File: src/rtl/four_bit_comparator.sv
// Registered magnitude comparator stage with lt/gt/eq cascade inputs for chaining wider compares.
// Define COMPARATOR_SIGNED_EN to compare a/b as two's-complement (build only the MSB stage that way).
module four_bit_comparator #(
  parameter int unsigned WIDTH = 4
) (
  input  logic             clk,
  input  logic             rst,
  input  logic             in_valid,
  input  logic             lt_in,
  input  logic             gt_in,
  input  logic             eq_in,
  input  logic [WIDTH-1:0] a,
  input  logic [WIDTH-1:0] b,
  output logic             out_valid,
  output logic             lt,
  output logic             gt,
  output logic             eq
);

  logic [WIDTH-1:0] a_key;
  logic [WIDTH-1:0] b_key;
  logic             local_gt;
  logic             local_lt;
  logic             lt_next;
  logic             gt_next;
  logic             eq_next;

  // Flipping the sign bit maps two's-complement order onto unsigned order.
`ifdef COMPARATOR_SIGNED_EN
  always_comb begin
    a_key            = a;
    b_key            = b;
    a_key[WIDTH-1]   = ~a[WIDTH-1];
    b_key[WIDTH-1]   = ~b[WIDTH-1];
  end
`else
  always_comb begin
    a_key = a;
    b_key = b;
  end
`endif

  assign local_gt = (a_key > b_key);
  assign local_lt = (a_key < b_key);

  // Local operands dominate; on equality the cascade resolves gt_in > lt_in > eq.
  always_comb begin
    lt_next = 1'b0;
    gt_next = 1'b0;
    eq_next = 1'b0;
    if (local_gt) begin
      gt_next = 1'b1;
    end else if (local_lt) begin
      lt_next = 1'b1;
    end else if (gt_in) begin
      gt_next = 1'b1;
    end else if (lt_in) begin
      lt_next = 1'b1;
    end else begin
      eq_next = 1'b1;
    end
  end

  always_ff @(posedge clk or posedge rst) begin
    if (rst) begin
      out_valid <= 1'b0;
      lt        <= 1'b0;
      gt        <= 1'b0;
      eq        <= 1'b0;
    end else begin
      out_valid <= in_valid;
      if (in_valid) begin
        lt <= lt_next;
        gt <= gt_next;
        eq <= eq_next;
      end
    end
  end

endmodule

File: config.mk
export PLATFORM = sky130hd
export DESIGN_NAME = four_bit_comparator
export DESIGN_NICKNAME = d
export VERILOG_FILES = /design/src/rtl/four_bit_comparator.sv
export SDC_FILE = /design/constraint.sdc
export NUM_CORES = 1
export LEC_CHECK = 0
export CAP_MARGIN = 20
export CORE_AREA = 2 2 39 41
export DETAILED_ROUTE_END_ITERATION = 10
export DIE_AREA = 0 0 41 43
export PLACE_DENSITY_LB_ADDON = 0.05
export SYNTH_ARGS = -nofsm -noshare
export SYNTH_HDL_FRONTEND = slang
export SYNTH_SLANG_ARGS = --single-unit
File: constraint.sdc
create_clock -name clk -period 1.95 [get_ports clk]
set_clock_uncertainty 0.05 [all_clocks]
set_input_delay 0.585 -clock clk [delete_from_list [all_inputs] [get_ports clk]]
set_output_delay 0.585 -clock clk [all_outputs]
set_load 0.1 [all_outputs]
# Yosys cells after proc, flatten, opt, wreduce, memory -nomap -nowiden
# Index checks and enable logic that the tools add are counted.
[op_classes]
n_shift = 0
muxes = 11
n_reduce_logical = 0
mul = 0
bitwise_logic = 0
n_addsub = 0
n_eq_ne = 0
n_lt_le_gt_ge = 2
n_div = 0
[ops]
columns = ["op", "count"]
rows = [
  ["1-bit two-way mux", 11],
  ["4-bit greater-than comparator", 1],
  ["4-bit < comparator", 1],
]
[word_totals]
memories = 0
register_bits = 4
word_cells = 17
rom_bits = 0
ramBits = 0
latchBits = 0
output_inout_bits = 4
in_bits = 14

# Longest topological paths before layout
[logic_depth]
ltp_word = 4
ltp_mapped = 6

# Worst setup path before layout
# OpenSTA, ideal clock, no wires.
[synth_timing]
path_type = "input -> register"
start = "in b[3]"
end = "reg gt"
arrival_time_ns = 1.387
n_path_buf = 0
slack_ns = 0.393
path_stages = 6
t_required_ns = 1.780
cell_sequence = "inv_1 -> ha_1 -> nand2_2 -> nor3_4 -> inv_1 -> a31o_1"
[synth_between]
elab_chain_len = 3
word_cells_on_any_way = 4
cone_classes = "order compare (2); mux (2)"
[synth_lines]
columns = ["item", "line", "rtl"]
rows = [
  ["start, declared", "13", "input logic [WIDTH-1:0] b,"],
  ["4-bit < comparator", "44", "assign local_lt = (a_key < b_key);"],
  ["1-bit two-way mux", "53", "end else if (local_lt) begin"],
  ["1-bit two-way mux (*)", "51", "if (local_gt) begin"],
  ["end signal, assigned", "74", "gt <= gt_next;"],
  ["end, declared", "16", "output logic gt,"],
]
# Every way passes the cells marked *; elsewhere a longest branch is shown, timed or not.
# A chain may end at the register's enable or synchronous reset.

# Final worst setup path
# Ends and elaborated chain as after synthesis.

==> reports/qor.yml <==
synth.mux.area_fraction_pct: 0
crit_buf_inv: 3
via_per_inst: 4.13
syn_avg_cell_area_um2: 9.19
dp.final_hpwl_um: 560
fin_crit_sh_pct: 95.8
hp-class: "in2async"
portBuffers: 16
cts_made_buffers: 3
yosysUniqueCellTypes: 13
diodes: 0
die_x_um: 41
cpMostUsedCell: "inv_1"
grt_first_pass_wirelength_um: 959
critical_path.max_fanout: 3
worst_setup_path_start_kind: "input pin"
synth_compound_area_share_pct: 15.0
synth_top_family_by_area: "adder cells"
die_y_um: 43
critPathArrivalTime_ps: 1930
pwr-share-seq_pct: 28.9
clockBufferDepth: 2
post_cts_buffers: 0
ant_nets: 0
num_rows: 14
finalHoldViolations: 0
grt_max_degree: 8
worstSetupEndpointType: "flip-flop"
finalMaxSlewViolations: 0
boundaryPins: 18
synth-seq-cells: 4
syn-num-nets: 47
cpMaxStageDelayCell: "clkdlybuf4s50_1"
cts_tree: "done"
clock_latency_ps: 230
drtPass1Iterations: 1
routabilityCongestion: 0.635
ctsRootBufferMaster: "clkbuf_4"
switching_power_uw: 117
design.core.area_um2: 1380
clk_pin_slew_worst_paths_ps: 30
swShare_pct: 34.5
slew_headroom_pct: 83.1
layout-drive-gt1-share_pct: 18.8
drc: 0
grtUsageTotal_pct: 8.66
worstPathRequired_ps: 2010
synth_cells: 29
routed_wl_um: 632
layout_setup_ws_ps: 81.9
worst_slew_pin_slew_ps: 252
cp_slowest_stage_delay_ps: 450
synth-adder-area-share_pct: 18.8
grt_overflow: 0
layout_commonest_cell: "clkdlybuf4s50_1"
synth_seq_area_share_pct: 37.6
synthSimpleGateAreaFrac_pct: 17.4
clock.fmax_mhz: 535
p_clk_share_pct: 28.6
nets: 68
final_cell_mix: "clkdlybuf4s50_1, inv_1, ha_1, dfrtp_1, buf_12"
cts.htree.levels: 1
status: "complete, no violations"
critPathKind: "in2reg"
vdd_ir_drop_max_mv: 0.280
p_leak_nw: 0.249
syn_area_um2: 267
final_area_um2: 509
powerDensity_nw_per_um2: 664
antenna_found_initial: 0
place_ws_ps: -167
area_growth_pct: 91.1
clkSinkCount: 4
routedWlPerCell_um: 9.88
final_util_pct: 36.8
crit_family: "buffers and inverters"
rsz0062_at_grt: "no"
drt_iter0_drc: 0
setup_violations: 0
period_needed_ps: 1870
crit_chain: "clkdlybuf4s50_1, inv_1, ha_1, nand2_2, nor3_4, inv_1, a31o_1"
postCtsHoldBufs: 0
vias: 264
yosysWarningCount: 0
initial_utilization_pct: 19.3
p_int_uw: 222
p_comb_share_pct: 42.5
max_cap_violations: 0
synthXorXnorAreaFrac_pct: 0
die-area_um2: 1760
place_area_um2: 487
cts_resized: 0
grt_pass1_vias: 263
-- cell type report --
cell class,instances,area (um^2)
sequential,4,100
tap,16,20.0
timing repair buffer,16,200
inverter,8,30.0
multi-input combinational,17,136
fill,148,875
clock buffer,3,22.5
-- worst reg2reg max path: stages (launching register included) --
cell and delay [ps]:
dfrtp_1 400, nor2b_1 140, a41o_1 200
-- cell usage after synthesis --
cell / number / area [um^2]
a21oi_1: 2 / 10.0
a31o_1: 1 / 8.76
a31oi_1: 1 / 6.26
a41o_1: 1 / 10.0
dfrtp_1: 4 / 100
ha_1: 4 / 50.1
inv_1: 8 / 30.0
nand2_1: 2 / 7.51
nand2_2: 1 / 6.26
nor2_1: 1 / 3.75
nor2b_1: 2 / 12.5
nor3_4: 1 / 16.3
o21ai_1: 1 / 5.00
-- cell families after synthesis --
family                     after synthesis
AOI/OAI and AO/OA                        6
adders and majority gates                4
buffers and inverters                    8
DFF                                      4
and+or+nand+nor                          7
-- final timing paths --
kind	slack [ps]	cells after the start	startpoint	endpoint
setup / recovery	80	7	b[3]	gt$_DFFE_PP0P_
hold / removal	490	2	rst	eq$_DFFE_PP0P_
setup reg to reg	1040	2	eq$_DFFE_PP0P_	eq$_DFFE_PP0P_
hold reg to reg	530	2	lt$_DFFE_PP0P_	lt$_DFFE_PP0P_
max in group asynchronous	1210	2	rst	out_valid$_DFF_PP0_
min in group clk	530	2	lt$_DFFE_PP0P_	lt$_DFFE_PP0P_
-- sequential cells by signal (all words and copies together) (netlist names) --
register,cells
gt,1
lt,1
out_valid,1
eq,1
-- stage by stage --
stage               power (mW)  hold slack, ps  cells  TNS [ps]
finish                   0.338             489     64         0
global route             0.363             514     64         0
CTS                      0.346             485     64         0
detailed placement       0.244             537     61      -409
global placement         0.241             527     61      -322
floorplan                0.176             301     29         0
-- metal layers --
| layer | vias to the layer above | routed length [um] | share of wire, % | global-route usage, % |
|---|---|---|---|---|
| li1 | 133 | - | - | - |
| met1 | 120 | 196 | 31 | 6.82 |
| met2 | 11 | 349 | 55 | 15.0 |
| met3 | 0 | 86 | 14 | 2.62 |
| met4 | 0 | 0 | 0 | 8.00 |
| met5 | - | 0 | 0 | 0 |
-- power groups by stage --
| stage | Combinational [mW] | Sequential (mW) | Clock, mW |
|---|---|---|---|
| 2_1_floorplan | 0.0282 | 0.147 | 0 |
| 5_1_grt | 0.152 | 0.0992 | 0.112 |
| 6_report | 0.144 | 0.0977 | 0.0965 |
| 4_1_cts | 0.146 | 0.0979 | 0.102 |
| 3_5_place_dp | 0.146 | 0.0989 | 0 |
| 3_3_place_gp | 0.142 | 0.0989 | 0 |
Power figures use the tool's default switching activity.
